===== src/rtl/uart_pkg.sv =====
// Shared encodings for the UART receive engine: one-hot FSM states,
// prescale floor, parity-type encodings and the 3-sample majority helper.
package uart_pkg;

  typedef enum logic [5:0] {
    StIdle   = 6'b000001,
    StStart  = 6'b000010,
    StData   = 6'b000100,
    StParity = 6'b001000,
    StStop   = 6'b010000,
    StBreak  = 6'b100000
  } state_e;

  localparam int unsigned MIN_PRESCALE = 4;

  localparam logic PAR_EVEN = 1'b0;
  localparam logic PAR_ODD  = 1'b1;

  function automatic logic majority3(input logic a, input logic b, input logic c);
    return (a & b) | (a & c) | (b & c);
  endfunction

endpackage


===== src/rtl/uart_rx_sampler.sv =====
// Per-bit edge counter and 3-tap oversampler; pulses w_bit_done at edge H+1
// with the majority of the samples taken at edges H-1, H and H+1.
module uart_rx_sampler
  import uart_pkg::*;
#(
  parameter int unsigned PRESCALE_W = 6
) (
  input  logic                  i_clk,
  input  logic                  i_rst_n,
  input  logic                  i_start,
  input  logic                  i_active,
  input  logic [PRESCALE_W-1:0] i_prescale,
  input  logic                  i_rx,
  output logic                  o_bit_done,
  output logic                  o_bit_val
);

  localparam logic [PRESCALE_W-1:0] ONE = PRESCALE_W'(1);

  logic [PRESCALE_W-1:0] r_edge_cnt;
  logic                  r_tap0;
  logic                  r_tap1;
  logic [PRESCALE_W-1:0] w_half;
  logic [PRESCALE_W-1:0] w_last;

  assign w_half = i_prescale >> 1;
  assign w_last = i_prescale - ONE;

  // The start-detect cycle is edge 0, so the counter reloads at 1.
  always_ff @(posedge i_clk or negedge i_rst_n) begin
    if (!i_rst_n) begin
      r_edge_cnt <= '0;
      r_tap0     <= 1'b1;
      r_tap1     <= 1'b1;
    end else if (i_start) begin
      r_edge_cnt <= ONE;
    end else if (i_active) begin
      r_edge_cnt <= (r_edge_cnt == w_last) ? '0 : r_edge_cnt + ONE;
      if (r_edge_cnt == w_half - ONE) r_tap0 <= i_rx;
      if (r_edge_cnt == w_half)       r_tap1 <= i_rx;
    end else begin
      r_edge_cnt <= '0;
    end
  end

  assign o_bit_done = i_active && (r_edge_cnt == w_half + ONE);
  assign o_bit_val  = majority3(r_tap0, r_tap1, i_rx);

endmodule


===== src/rtl/uart_rx_engine.sv =====
// UART receive engine: frame FSM, bit counter, deserialiser, parity and stop
// checking on top of the oversampling bit sampler.
module uart_rx_engine
  import uart_pkg::*;
#(
  parameter int unsigned DATA_W     = 8,
  parameter int unsigned PRESCALE_W = 6
) (
  input  logic                  i_clk,
  input  logic                  i_rst_n,
  input  logic                  i_rx_in,
  input  logic [PRESCALE_W-1:0] i_prescale,
  input  logic                  i_par_en,
  input  logic                  i_par_typ,
  input  logic                  i_stop2,
  output logic [DATA_W-1:0]     o_p_data,
  output logic                  o_data_valid,
  output logic                  o_par_err,
  output logic                  o_stp_err,
  output logic                  o_busy
);

  localparam int unsigned CNT_W = $clog2(DATA_W);
  localparam logic [PRESCALE_W-1:0] MIN_P = PRESCALE_W'(MIN_PRESCALE);

  state_e                r_state;
  logic [PRESCALE_W-1:0] r_prescale;
  logic                  r_par_en;
  logic                  r_par_typ;
  logic                  r_stop2;
  logic [CNT_W-1:0]      r_bit_cnt;
  logic [DATA_W-1:0]     r_shift;
  logic                  r_par_bad;
  logic                  r_stop_bad;
  logic                  r_stop_idx;
  logic [DATA_W-1:0]     r_p_data;
  logic                  r_data_valid;
  logic                  r_par_err;
  logic                  r_stp_err;

  logic [PRESCALE_W-1:0] w_prescale_even;
  logic [PRESCALE_W-1:0] w_prescale_eff;
  logic                  w_start_det;
  logic                  w_active;
  logic                  w_bit_done;
  logic                  w_bit_val;
  logic                  w_par_xor;
  logic                  w_stop_bad;

  assign w_prescale_even = i_prescale & {{(PRESCALE_W-1){1'b1}}, 1'b0};
  assign w_prescale_eff  = (w_prescale_even < MIN_P) ? MIN_P : w_prescale_even;
  assign w_start_det     = (r_state == StIdle) && !i_rx_in;
  assign w_active        = (r_state != StIdle) && (r_state != StBreak);
  assign w_par_xor       = (^r_shift) ^ w_bit_val;
  assign w_stop_bad      = r_stop_bad | ~w_bit_val;

  uart_rx_sampler #(
    .PRESCALE_W (PRESCALE_W)
  ) u_sampler (
    .i_clk      (i_clk),
    .i_rst_n    (i_rst_n),
    .i_start    (w_start_det),
    .i_active   (w_active),
    .i_prescale (r_prescale),
    .i_rx       (i_rx_in),
    .o_bit_done (w_bit_done),
    .o_bit_val  (w_bit_val)
  );

  always_ff @(posedge i_clk or negedge i_rst_n) begin
    if (!i_rst_n) begin
      r_state      <= StIdle;
      r_prescale   <= MIN_P;
      r_par_en     <= 1'b0;
      r_par_typ    <= PAR_EVEN;
      r_stop2      <= 1'b0;
      r_bit_cnt    <= '0;
      r_shift      <= '0;
      r_par_bad    <= 1'b0;
      r_stop_bad   <= 1'b0;
      r_stop_idx   <= 1'b0;
      r_p_data     <= '0;
      r_data_valid <= 1'b0;
      r_par_err    <= 1'b0;
      r_stp_err    <= 1'b0;
    end else begin
      r_data_valid <= 1'b0;
      r_par_err    <= 1'b0;
      r_stp_err    <= 1'b0;
      unique case (r_state)
        StIdle: begin
          if (!i_rx_in) begin
            r_state    <= StStart;
            r_prescale <= w_prescale_eff;
            r_par_en   <= i_par_en;
            r_par_typ  <= i_par_typ;
            r_stop2    <= i_stop2;
            r_bit_cnt  <= '0;
            r_par_bad  <= 1'b0;
            r_stop_bad <= 1'b0;
            r_stop_idx <= 1'b0;
          end
        end
        StStart: begin
          if (w_bit_done) r_state <= w_bit_val ? StIdle : StData;
        end
        StData: begin
          if (w_bit_done) begin
            r_shift <= {w_bit_val, r_shift[DATA_W-1:1]};
            if (r_bit_cnt == CNT_W'(DATA_W - 1)) begin
              r_bit_cnt <= '0;
              r_state   <= r_par_en ? StParity : StStop;
            end else begin
              r_bit_cnt <= r_bit_cnt + CNT_W'(1);
            end
          end
        end
        StParity: begin
          if (w_bit_done) begin
            r_par_bad <= (r_par_typ == PAR_EVEN) ? w_par_xor : ~w_par_xor;
            r_state   <= StStop;
          end
        end
        StStop: begin
          if (w_bit_done) begin
            if (r_stop2 && !r_stop_idx) begin
              r_stop_idx <= 1'b1;
              r_stop_bad <= w_stop_bad;
            end else if (w_stop_bad) begin
              r_stp_err <= 1'b1;
              r_state   <= StBreak;
            end else if (r_par_bad) begin
              r_par_err <= 1'b1;
              r_state   <= StIdle;
            end else begin
              r_data_valid <= 1'b1;
              r_p_data     <= r_shift;
              r_state      <= StIdle;
            end
          end
        end
        // Hold off re-arming until the line recovers, so a stuck-low line is one error.
        StBreak: begin
          if (i_rx_in) r_state <= StIdle;
        end
        default: r_state <= StIdle;
      endcase
    end
  end

  assign o_p_data     = r_p_data;
  assign o_data_valid = r_data_valid;
  assign o_par_err    = r_par_err;
  assign o_stp_err    = r_stp_err;
  assign o_busy       = (r_state != StIdle);

endmodule


===== config.mk =====
export PLATFORM = sky130hd
export DESIGN_NAME = uart_rx_engine
export DESIGN_NICKNAME = d
export VERILOG_FILES = /design/src/rtl/uart_pkg.sv /design/src/rtl/uart_rx_sampler.sv /design/src/rtl/uart_rx_engine.sv
export SDC_FILE = /design/constraint.sdc
export NUM_CORES = 1
export LEC_CHECK = 0
export BUFFER_PORTS_ARGS = -buffer_cell sky130_fd_sc_hd__buf_4
export CAP_MARGIN = 5
export CORE_MARGIN = 10
export CORE_UTILIZATION = 46
export DETAILED_ROUTE_END_ITERATION = 8
export PLACE_DENSITY = 0.72
export REMOVE_ABC_BUFFERS = 1
export SYNTH_ARGS = -nofsm -noshare
export SYNTH_HDL_FRONTEND = slang
export SYNTH_HIERARCHICAL = 1
export SYNTH_SLANG_ARGS = --single-unit

===== constraint.sdc =====
create_clock -name i_clk -period 7.7 [get_ports i_clk]
set_input_delay 1.54 -clock i_clk [delete_from_list [all_inputs] [get_ports i_clk]]
set_output_delay 1.54 -clock i_clk [all_outputs]
set_load 0.01 [all_outputs]

==> metrics.txt <==
drt total wl=between 5 and 6 mm; IO Port Bufs=22; area leader, netlist=dfrtp_1; startpoint types=register; most common cell after layout, fill and taps aside=dfrtp_1; Setup TNS=0 ps; Post-synth ARST share=100.0%; actual slew at the worst max-slew pin=617.0 ps; Routed Antenna Nets=0; Power Dens Cells=about 320 nW/um2; gr usage total=around 12%; register-to-register setup slack=approximately 4400 ps; # setup viols final=0; worst hold slack=~510 ps; die area=about 9500 um2; leakage power=1.417 nW; estimated wirelength of the detail-placed design=approximately 3.9 mm; maximum root-to-sink buffer count=2; Starting Density=about 47%; Max VDD drop=0.1668 mV; end-of-flow core utilization=52.40%; CTS tree=built; top post-synthesis cells by area=dfrtp_1 (39%), mux2_2 (7.3%), xnor2_1 (6.3%), mux2_4 (4.3%), dfstp_2 (3.8%); via count=1935; commonest non-fill, non-tap cells in the layout=dfrtp_1 (43), buf_4 (23), xnor2_1 (20), nor2_1 (18), mux2_2 (18); hold-fix buffers at CTS=0; post-synth cell types=between 60 and 70; Crit Reg-Reg Startpoint=r_prescale[2]$_DFFE_PN1P_; layout cell share with drive strength beyond 1=25.62%; first-pass GRT wire length=9.556 mm; hold crit path type=reg -> reg; hold depth=2; Post-CTS Setup Inserts=0; htree depth=2; GPL Wtd Cong=~0.9; CP Capture Type=register; area grow syn2layout=11.24%; fin area=approximately 3100 um2; post-synthesis sequential area ratio=~43%; top_reg_cell synth=dfrtp_1; RSZ-0062 raised after global routing=no; final net count=roughly 300; Final period util=between 40% and 50%; Hold Vio Cnt, Final=0; drt initial violations=100; vias in the first global route=1973; largest net degree at the start of global routing=48; GR Overflow Total=0; Syn Inst Count=between 200 and 300; crit-path max FO=14; die span in y=between 90 and 100 um; drt drc=0; Antenna Cells=0; DR WL/cell=15.29 um; Resize count post-CTS=0; Boundary Pins=24; Clk Latency, worst-skew pair=300 ps; Critical Path AT=around 3500 ps; initial antenna violation count=0; Mapped Avg Cell Area=between 10 and 15 um2; share of the synthesized area in the top cell type=between 30% and 40%; Post-synth EDFFs=0; core area=about 6000 um2; critical path class=reg -> reg; Hold Path Origin=r_bit_cnt[1]$_DFFE_PN0P_; Yosys reg bits=47; Filler Cell Count=524; Slew Limit Fails=0; cell area after synthesis=2773 um2; Worst Hold End=r_bit_cnt[1]$_DFFE_PN0P_; worst endpoint required time=between 7000 and 8000 ps; Avg Vias per Cell=around 5.4; normalized max-slew margin=between 50 and 60%; outcome=complete, no violations; die outline width=slightly below 100 um; Synth warnings=6; Crit Reg-Reg Endpoint=o_p_data[2]$_DFFE_PN0P_; clk sinks=47; row cnt=28; dpl cell area=between 2000 and 3000 um2; Clock Pin Slew Worst Setup and Hold Paths=about 90 ps; CTS root buf=clkbuf_8; Setup Skew=4.976 ps; CTS Buf Count=5; fin crit period=3274 ps; worst reg-to-reg path cell count=9; drt pass-1 iters=4; fmax=between 300 and 400 MHz; maxcap violations=0
==> power by group <==
part	internal, mW	switching (mW)	total [mW]	leakage [nW]
clock	0.0653	0.0871	0.152	0.0418
sequential	0.298	0.0860	0.385	0.623
combinational	0.221	0.238	0.459	0.752
==> layout make-up <==
class	count	area, um2	share of cell area, %
flip-flops and latches	47	1181	38.30
inverters	10	37.54	1.217
repair buffers	23	172.7	5.598
clock inverters	2	16.27	0.5274
clock buffers	6	72.57	2.353
well taps	75	93.84	3.043
multi-input cells	193	1510	48.97
==> worst max path at each step <==
stage	slack, ps	to	from
finish	4430	o_p_data[2]$_DFFE_PN0P_	r_prescale[2]$_DFFE_PN1P_
CTS	4410	o_p_data[7]$_DFFE_PN0P_	r_prescale[2]$_DFFE_PN1P_
floorplan	3990	o_p_data[0]$_DFFE_PN0P_	r_prescale[2]$_DFFE_PN1P_
global placement	4280	o_p_data[2]$_DFFE_PN0P_	i_rx_in
detailed placement	4230	o_p_data[7]$_DFFE_PN0P_	i_rx_in
global route	4210	o_p_data[0]$_DFFE_PN0P_	r_prescale[2]$_DFFE_PN1P_
==> worst max-delay path: stages (launching register included) <==
cell	delay, ps
dfstp_2	670
inv_1	120
ha_1	300
xnor2_1	240
o2111ai_1	180
nor4_2	290
buf_4	240
nand2_1	130
or3_1	600
mux2_4	380
==> stage by stage <==
step	total power, mW	cells	setup slack (ps)
after detailed placement	0.8459	348	4232
after global routing	1.073	356	4212
final	0.9960	356	4426
after CTS	0.9992	356	4409
after floorplan	0.7295	250	3989
after global placement	0.8279	348	4279
==> state kept, by name, summed over array words and instances, names as in the netlist, 3 cells and up <==
signal / count
o_p_data: 8
r_bit_cnt: 3
r_state: 6
r_prescale: 5
u_sampler/r_edge_cnt: 6
r_shift: 8
==> per-layer routing <==
layer / vias up / global-route usage [%] / wire [um] / part of all wire, %
met3: 6 / 2.205 / 120 / 2.2
met5: - / 0 / 0 / 0
met4: 0 / 3.803 / 64 / 1.2
met1: 956 / 14.97 / 2554 / 47
li1: 955 / - / - / -
met2: 18 / 18.80 / 2704 / 50
==> Yosys cell counts, types with 5 or more instances <==
cell      instances
dfrtp_1          43
xnor2_1          20
mux2_2           18
nor2_1           18
nand2_1          17
o21ai_0          12
xor2_1           10
inv_1             9
mux2_4            8
ha_1              7
nand2b_1          6
nor2b_1           5
nor4_1            5
==> kinds of logic after synthesis <==
kind of cell	Yosys count	synth area share (%)
simple gates	80	16.47
buf+inv	20	3.429
fa+ha+maj	8	3.520
compound gates	42	10.33
other cells	1	0.1352
flops	47	42.60
mux	27	12.05
xor+xnor	33	11.46
Power figures use the tool's default switching activity.
